==> src/rtl/move_receiver.sv <==
// Per-square move receiver: snapshots the 8 ray and 8 knight channels, scans them in order,
// emits one candidate move per legal arrival over valid/ready, and forwards sliding rays one hop.
module move_receiver #(
  parameter logic WHITE  = 1'b1,
  parameter int   FWD_EN = 1
) (
  input  logic        clk,
  input  logic        reset_n,
  input  logic        engine_color,
  input  logic [5:0]  my_piece,
  input  logic [5:0]  my_pos,
  input  logic        start,
  input  logic [10:0] U_in,
  input  logic [10:0] D_in,
  input  logic [10:0] L_in,
  input  logic [10:0] R_in,
  input  logic [10:0] UL_in,
  input  logic [10:0] UR_in,
  input  logic [10:0] DL_in,
  input  logic [10:0] DR_in,
  input  logic [7:0]  UUL_in,
  input  logic [7:0]  UUR_in,
  input  logic [7:0]  LLU_in,
  input  logic [7:0]  RRU_in,
  input  logic [7:0]  DDL_in,
  input  logic [7:0]  DDR_in,
  input  logic [7:0]  LLD_in,
  input  logic [7:0]  RRD_in,
  output logic [10:0] U_fwd,
  output logic [10:0] D_fwd,
  output logic [10:0] L_fwd,
  output logic [10:0] R_fwd,
  output logic [10:0] UL_fwd,
  output logic [10:0] UR_fwd,
  output logic [10:0] DL_fwd,
  output logic [10:0] DR_fwd,
  output logic        move_valid,
  input  logic        move_ready,
  output logic [5:0]  move_from,
  output logic [5:0]  move_to,
  output logic [5:0]  move_piece,
  output logic        move_capture,
  output logic        done
);

  localparam logic [3:0] T_PAWN   = 4'b0001;
  localparam logic [3:0] T_KING   = 4'b0010;
  localparam logic [3:0] T_BISHOP = 4'b0100;
  localparam logic [3:0] T_ROOK   = 4'b1000;
  localparam logic [3:0] T_QUEEN  = 4'b1100;

  typedef enum logic [1:0] {S_IDLE, S_SCAN, S_EMIT, S_DONE} state_t;

  state_t      state;
  logic [3:0]  idx;
  logic [10:0] ray_in   [8];
  logic [10:0] ray_fwd  [8];
  logic [7:0]  hop_in   [8];
  logic [10:0] snap_ray [8];
  logic [7:0]  snap_hop [8];
  logic [5:0]  snap_piece;
  logic [5:0]  snap_pos;

  logic        eval_legal;
  logic        eval_capture;
  logic [5:0]  eval_from;
  logic [5:0]  eval_piece;
  logic [10:0] eval_ray;
  logic [7:0]  eval_hop;
  logic        tgt_empty;
  logic        tgt_enemy;

  assign ray_in = '{U_in, D_in, L_in, R_in, UL_in, UR_in, DL_in, DR_in};
  assign hop_in = '{UUL_in, UUR_in, LLU_in, RRU_in, DDL_in, DDR_in, LLD_in, RRD_in};

  assign U_fwd  = ray_fwd[0];
  assign D_fwd  = ray_fwd[1];
  assign L_fwd  = ray_fwd[2];
  assign R_fwd  = ray_fwd[3];
  assign UL_fwd = ray_fwd[4];
  assign UR_fwd = ray_fwd[5];
  assign DL_fwd = ray_fwd[6];
  assign DR_fwd = ray_fwd[7];

  // Colours are compared by side, so the WHITE encoding remains the single source of truth.
  function automatic logic same_side(input logic a, input logic b);
    return (a == WHITE) == (b == WHITE);
  endfunction

  function automatic logic is_sliding(input logic [3:0] t);
    return (t == T_ROOK) || (t == T_QUEEN) || (t == T_BISHOP);
  endfunction

  always_ff @(posedge clk or negedge reset_n) begin
    if (!reset_n) begin
      for (int i = 0; i < 8; i++) ray_fwd[i] <= '0;
    end else begin
      for (int i = 0; i < 8; i++)
        ray_fwd[i] <= (FWD_EN != 0 && my_piece[4:0] == 5'd0 && is_sliding(ray_in[i][9:6]))
                      ? ray_in[i] : 11'd0;
    end
  end

  // NOTE: snapshot storage has no reset; it is only read after a start has loaded it.
  always_ff @(posedge clk) begin
    if (state == S_IDLE && start) begin
      snap_ray   <= ray_in;
      snap_hop   <= hop_in;
      snap_piece <= my_piece;
      snap_pos   <= my_pos;
    end
  end

  // NOTE: every output of this block gets a default first so no latch is inferred.
  always_comb begin
    eval_legal   = 1'b0;
    eval_capture = 1'b0;
    eval_from    = 6'd0;
    eval_piece   = 6'd0;
    eval_ray     = snap_ray[idx[2:0]];
    eval_hop     = snap_hop[idx[2:0]];
    tgt_empty    = (snap_piece[4:0] == 5'd0);
    tgt_enemy    = !tgt_empty && !same_side(snap_piece[5], engine_color);
    if (!idx[3]) begin
      eval_from  = eval_ray[5:0];
      eval_piece = {eval_ray[10:6], 1'b0};
      if (same_side(eval_ray[10], engine_color)) begin
        case (eval_ray[9:6])
          T_PAWN: begin
            // Diagonals capture only; straight pushes along U/D need an empty square.
            if (idx[2]) begin
              eval_legal   = tgt_enemy;
              eval_capture = 1'b1;
            end else if (idx[2:1] == 2'b00) begin
              eval_legal = tgt_empty;
            end
          end
          T_ROOK, T_QUEEN, T_BISHOP, T_KING: begin
            eval_legal   = tgt_empty || tgt_enemy;
            eval_capture = tgt_enemy;
          end
          default: ;
        endcase
      end
    end else begin
      eval_from  = eval_hop[5:0];
      eval_piece = {eval_hop[7], 4'b0000, 1'b1};
      if (eval_hop[6] && same_side(eval_hop[7], engine_color)) begin
        eval_legal   = tgt_empty || tgt_enemy;
        eval_capture = tgt_enemy;
      end
    end
  end

  always_ff @(posedge clk or negedge reset_n) begin
    if (!reset_n) begin
      state        <= S_IDLE;
      idx          <= 4'd0;
      move_valid   <= 1'b0;
      move_from    <= 6'd0;
      move_to      <= 6'd0;
      move_piece   <= 6'd0;
      move_capture <= 1'b0;
      done         <= 1'b0;
    end else begin
      done <= 1'b0;
      case (state)
        S_IDLE: begin
          if (start) begin
            idx   <= 4'd0;
            state <= S_SCAN;
          end
        end
        S_SCAN: begin
          if (eval_legal) begin
            move_valid   <= 1'b1;
            move_from    <= eval_from;
            move_to      <= snap_pos;
            move_piece   <= eval_piece;
            move_capture <= eval_capture;
            state        <= S_EMIT;
          end else if (idx == 4'd15) begin
            state <= S_DONE;
          end else begin
            idx <= idx + 4'd1;
          end
        end
        S_EMIT: begin
          if (move_ready) begin
            move_valid <= 1'b0;
            if (idx == 4'd15) begin
              state <= S_DONE;
            end else begin
              idx   <= idx + 4'd1;
              state <= S_SCAN;
            end
          end
        end
        S_DONE: begin
          done  <= 1'b1;
          state <= S_IDLE;
        end
        default: state <= S_IDLE;
      endcase
    end
  end

endmodule

==> config.mk <==
export PLATFORM = sky130hd
export DESIGN_NAME = move_receiver
export DESIGN_NICKNAME = d
export VERILOG_FILES = /design/src/rtl/move_receiver.sv
export SDC_FILE = /design/constraint.sdc
export NUM_CORES = 1
export LEC_CHECK = 0
export BUFFER_PORTS_ARGS = -buffer_cell sky130_fd_sc_hd__buf_2
export CAP_MARGIN = 20
export CELL_PAD_IN_SITES_DETAIL_PLACEMENT = 1
export CELL_PAD_IN_SITES_GLOBAL_PLACEMENT = 2
export CORE_MARGIN = 1.5
export CORE_UTILIZATION = 40
export CTS_CLUSTER_DIAMETER = 30
export CTS_CLUSTER_SIZE = 24
export DETAILED_ROUTE_END_ITERATION = 10
export GPL_TIMING_DRIVEN = 0
export PLACE_DENSITY = 0.9
export SETUP_SLACK_MARGIN = 0.5
export SYNTH_ARGS = -nofsm -noshare
export SYNTH_HDL_FRONTEND = slang
export SYNTH_SLANG_ARGS = --single-unit
export TNS_END_PERCENT = 5
==> constraint.sdc <==
create_clock -name clk -period 11.35 [get_ports clk]
set_clock_uncertainty 0.1 [all_clocks]
set_input_delay 1.135 -clock clk [delete_from_list [all_inputs] [get_ports clk]]
set_output_delay 1.135 -clock clk [all_outputs]
set_load 0.03 [all_outputs]
==> flow_summary.toml, run 1 <==
[pwr]
peakVddDrop_v = 0.0001452
leakagePower_nw = 6.263
p_per_area_mw_per_mm2 = 257.9

[clocking]
cts_hold_buf = 0
tritoncts = "done"
ctsLongestPathBuffers = 3
cts_root_buffer = "clkbuf_16"
cts_buffers = 57
cts_setup_buffers = 0
htreeDepth = 2
clk_latency_ps = 560
clock-sinks = 279
path_clk_slew_ps = 50
cts_resized = 0

[route]
highest_layer = "met4"
vias = 6480
first_pass_iters = 5
wl_per_cell_um = 23.43
wl_met2_um = 15760
finalWirelength_um = 30420
routed_via_density = 4.992
drcViolationCount = 0
route.met3.wl_um = 1964
drt_iter0_drc = 319
ant_nets = 0
drt-met1-wl_um = 11860

[finish]
fillers = 2454
layout_common_cells = "284 x buf_2, 164 x edfxtp_1, 115 x dfrtp_1"
drive_gt1_frac = 0.4870
nets = 1089
final_common_cell = "buf_2"
syn_to_final_growth_pct = 38.23

[worst_setup_path]
cp.required_ps = 11680
startpoint_type = "register"
critPathKind = "register to register"
end_kind = "register"
cp.arrival_ps = 3740
crit_path_max_fanout = 10

[logic_synthesis]
synth_seq_cells = 279
synthCells = 552
yosys_warnings = 0
avgSynthCellArea_um2 = 18.75
ys_seq_area_frac = 0.7540
syn_area_mm2 = 0.01035
async_reset_ff_frac = 0.4122
synth-main-ff-cell = "edfxtp_1"
yosys.area.top_type = "edfxtp_1"
synth-edff-count = 164
synth.distinct_cells = 46
synthTopCellsByArea = "edfxtp_1 48%, dfrtp_1 28%, mux4_2 9.4%"
netlist.area_leader.share = 0.4759

[timing]
worst_pin_slew_ps = 926.6
final_max_slew_viol_count = 0
relSlewSlack = 0.3823
whs_ps = 381.3
rsz0062_at_grt = "false"
finalHoldViolCount = 0
final-setup-viol-count = 0
tns_ps = 0
fin_crit_ps = 3415
min_period_over_period = 0.3009
fmax_mhz = 292.8

[die]
fp.dieW_um = 163.8
start_util = 0.4098
pin_count = 278
die_area_mm2 = 0.02685
coreArea_mm2 = 0.02525
rows = 58
die_y_um = 163.8

[place]
port_buffers = 277
dpl.hpwl_um = 21040
gp_congestion = 0.7960

[outcome]
outcome = "completed"

[global_route]
antenna_found_initial = 8
grt_pass1_wl_um = 44460
grt_start_max_net_pins = 74
first_global_vias = 7316
overflow = 0
grt_usage = 0.2273

[min_path]
hold_class = "register to register"

[flow_run]
maxCapViolCount = 0
power by group:
group / total (W) / internal, W / switching (W)
sequential: 0.00133 / 0.00127 / 0.0000618
clock: 0.00161 / 0.00103 / 0.000582
combinational: 0.000749 / 0.000313 / 0.000436
total: 0.00369 / 0.00261 / 0.00108
layer usage:
layer / vias up / track usage
met5: - / 0
met4: 0 / 0.08719
met3: 61 / 0.05833
met2: 270 / 0.3897
met1: 3298 / 0.2754
li1: 2851 / -
Yosys cell counts, types with 2 or more instances:
library cell / n
mux4_2: 43
clkbuf_1: 6
o31ai_1: 3
buf_1: 4
mux2i_1: 5
mux2_2: 7
nand2_1: 11
a31oi_1: 5
nand4_1: 2
inv_1: 7
a32o_1: 2
buf_2: 6
a21oi_1: 4
ha_1: 6
and2_1: 74
xnor2_1: 2
o21a_1: 3
buf_6: 3
nor2_1: 17
nand3_1: 8
edfxtp_1: 164
and3_1: 2
dfrtp_1: 115
o2111ai_1: 2
nor3_1: 2
a41oi_1: 2
nor4_1: 9
o21ai_0: 6
mux2_4: 9
mux2_1: 7
cells by family after synthesis:
| kind of cell | share of synthesized area |
|---|---|
| flops | 0.7540 |
| simple gates | 0.07254 |
| mux | 0.1267 |
| compound gates | 0.02479 |
| buf+inv | 0.01269 |
| fa+ha+maj | 0.007254 |
| xor+xnor | 0.001693 |
| other cells | 0.0003624 |
stage by stage:
stage	instance area [µm²]	std cells	worst slack [ps]	util	total power, W
after floorplan	10410	567	5857	-	0.001849
after global placement	12200	1174	4291	0.4833	0.002083
after detailed placement	12390	1185	7821	0.4905	0.002097
after CTS	14290	1293	7819	0.5659	0.003727
after global routing	14310	1298	7672	0.5664	0.003836
final	14310	1298	7935	0.5664	0.003689
area by class of cell:
type	instances	area, µm²	share of cell area
antenna	5	12.51	0.0008747
buffer	19	101.3	0.007085
clock buffer	67	1536	0.1074
clock inverter	41	367.9	0.02571
inverter	8	30.03	0.002099
multi-input combinational	261	2511	0.1755
sequential	279	7802	0.5454
tap	330	412.9	0.02886
timing repair buffer	288	1530	0.1070
path summary, 6_finish.rpt:
check / start / end / slack [ps] / cells after the start
setup / recovery: idx[0] / move_from[5] / 7940 / 6
hold reg to reg: snap_pos[5] / move_to[5] / 380 / 1
setup reg to reg: idx[0] / move_from[5] / 7940 / 6
hold / removal: snap_pos[5] / move_to[5] / 380 / 1
min in group asynchronous: reset_n / move_valid / 450 / 1
max in group asynchronous: reset_n / DL_fwd[6] / 9960 / 2
flip-flops by register name, summed over array words and instances, names as in the netlist, 4 cells and up:
signal,count
U_fwd,11
snap_pos,6
move_piece,6
DR_fwd,11
snap_ray,88
R_fwd,11
snap_piece,6
UR_fwd,11
idx,4
snap_hop,64
DL_fwd,11
D_fwd,11
UL_fwd,11
move_from,6
L_fwd,11
move_to,6
worst max-delay path: stages, from the launching register on:
cell,delay (ps)
dfrtp_1,340
buf_2,270
buf_2,410
buf_1,750
mux4_2,640
mux4_2,480
mux2_1,300
(Power assumes the default switching activity.)
==> inputs of run 2 (changes only) <==
--- a/config.mk
+++ b/config.mk
@@ -10,12 +10,12 @@
 export CELL_PAD_IN_SITES_DETAIL_PLACEMENT = 1
 export CELL_PAD_IN_SITES_GLOBAL_PLACEMENT = 2
 export CORE_MARGIN = 1.5
-export CORE_UTILIZATION = 40
+export CORE_UTILIZATION = 37
 export CTS_CLUSTER_DIAMETER = 30
 export CTS_CLUSTER_SIZE = 24
 export DETAILED_ROUTE_END_ITERATION = 10
 export GPL_TIMING_DRIVEN = 0
-export PLACE_DENSITY = 0.9
+export PLACE_DENSITY = 0.85
 export SETUP_SLACK_MARGIN = 0.5
 export SYNTH_ARGS = -nofsm -noshare
 export SYNTH_HDL_FRONTEND = slang
==> constraint.sdc (replaced) <==
create_clock -name clk -period 3.35 [get_ports clk]
set_clock_uncertainty 0.1 [all_clocks]
set_input_delay 0.335 -clock clk [delete_from_list [all_inputs] [get_ports clk]]
set_output_delay 0.335 -clock clk [all_outputs]
set_load 0.03 [all_outputs]
==> flow_summary.toml, run 2 (synthesis results as in run 1) <==
[die]
rows = 61
fp.dieW_um = 170.2
pin_count = 278
die_y_um = 170.2
coreArea_mm2 = 0.02763
start_util = 0.3746
die_area_mm2 = 0.02898

[finish]
top_regs = "snap_ray x88, snap_hop x64"
final_common_cell = "buf_2"
largest_reg_flops = 88
drive_gt1_frac = 0.4360
layout_common_cells = "280 x buf_2, 165 x dlygate4sd3_1, 164 x edfxtp_1"
syn_to_final_growth_pct = 61.02
top_register = "snap_ray"
nets = 1279
fillers = 2642

[route]
routed_via_density = 4.776
drt_iter0_drc = 458
vias = 7346
ant_nets = 0
finalWirelength_um = 36030
wl_per_cell_um = 23.43
drcViolationCount = 0
first_pass_iters = 4

[clocking]
ctsLongestPathBuffers = 3
cts_buffers = 66
clk_latency_ps = 550
cts_root_buffer = "clkbuf_16"
clock-sinks = 279
htreeDepth = 3
path_clk_slew_ps = 50
tritoncts = "done"

[global_route]
grt_start_max_net_pins = 69
grt_usage = 0.2515
first_global_vias = 8428
overflow = 0
antenna_found_initial = 7
grt_pass1_wl_um = 52280

[min_path]
hold_class = "primary input to register"
hp-start = "move_ready"

[worst_setup_path]
startpoint_type = "register"
r2r-start = "idx[1]"
crit_start = "idx[1]"
crit_path_max_fanout = 10
end_kind = "register"
cp.required_ps = 3670
cp.arrival_ps = 3340
critPathKind = "register to register"

[outcome]
outcome = "completed"

[timing]
final-setup-viol-count = 0
final_max_slew_viol_count = 0
relSlewSlack = 0.3641
fmax_mhz = 330.9
whs_ps = 189.4
fin_crit_ps = 3022
worst_pin_slew_ps = 946.0
rsz0062_at_grt = "true"
min_period_over_period = 0.9021
setup_slack_ps = 327.9
finalHoldViolCount = 0

[place]
place_ws_ps = -230.5
port_buffers = 277
gp_congestion = 0.7631
dpl.hpwl_um = 20290

[pwr]
leakagePower_nw = 7.301
p_per_area_mw_per_mm2 = 849.9
peakVddDrop_v = 0.0005457

[flow_run]
maxCapViolCount = 0
[run 2: changes by cell type in the layout (fill, tap and decap cells not counted), moves of 7 or more]
| cell | before | now |
|---|---|---|
| dlygate4sd3_1 | 0 | 165 |
| clkbuf_16 | 59 | 66 |
| bufinv_16 | 2 | 10 |
| clkinvlp_4 | 11 | 2 |
| buf_4 | 6 | 24 |
| mux2_4 | 9 | 16 |
[run 2: final cells by class]
class / count / area (µm²) / share of cell area
sequential: 279 / 7802 / 0.4682
timing repair buffer: 469 / 3308 / 0.1985
multi-input combinational: 261 / 2590 / 0.1554
clock buffer: 78 / 1747 / 0.1048
clock inverter: 42 / 540.5 / 0.03244
tap: 378 / 473.0 / 0.02838
buffer: 19 / 161.4 / 0.009686
inverter: 8 / 31.28 / 0.001877
antenna: 4 / 10.01 / 0.0006007
[run 2: path summary, 6_finish.rpt]
path | to | depth (start not counted) | slack (ps)
max in group asynchronous | R_fwd[10] | 3 | 2170
setup reg to reg | move_from[0] | 11 | 330
hold reg to reg | move_to[0] | 1 | 370
hold / removal | move_valid | 4 | 190
min in group asynchronous | move_to[3] | 2 | 230
setup / recovery | move_from[0] | 11 | 330
[run 2: metrics by stage]
step	cell area, µm²	instances	utilization	TNS, ps	total power [W]
after floorplan	10410	567	-	0	0.006202
after global placement	12270	1222	0.4440	-4558	0.006989
after detailed placement	12450	1232	0.4506	-1106	0.007083
after CTS	16530	1526	0.5985	0	0.01397
after global routing	16660	1537	0.6030	0	0.01465
final	16660	1538	0.6031	0	0.01416
[run 2: critical path, stage by stage, from the launching register on]
cell	delay [ps]
dfrtp_1	370
buf_6	160
buf_12	120
buf_4	100
mux4_2	540
mux2i_4	260
and4_4	290
o21a_1	170
o211ai_2	140
nand2_4	170
buf_12	170
mux2_4	320
[run 2: report_power, final]
group	total, W	internal, W	switching, W
combinational	0.00301	0.00136	0.00164
clock	0.00664	0.00452	0.00212
sequential	0.00452	0.00430	0.000221
[run 2: timing repair]
action / in CTS / in global routing
gates resized for setup: 27 / 12
buffers inserted: 9 / 8
hold endpoints to repair: 284 / 0
hold buffers: 165 / 0
setup endpoints to repair: 26 / 25
pin swaps: 4 / 5
[run 2: metal layers]
metal,GRT usage,wire length (µm),share of wire
met5,0,0,0
met2,0.4401,19040,0.53
met1,0.2891,13540,0.38
met4,0.1216,1353,0.038
met3,0.06140,2097,0.058
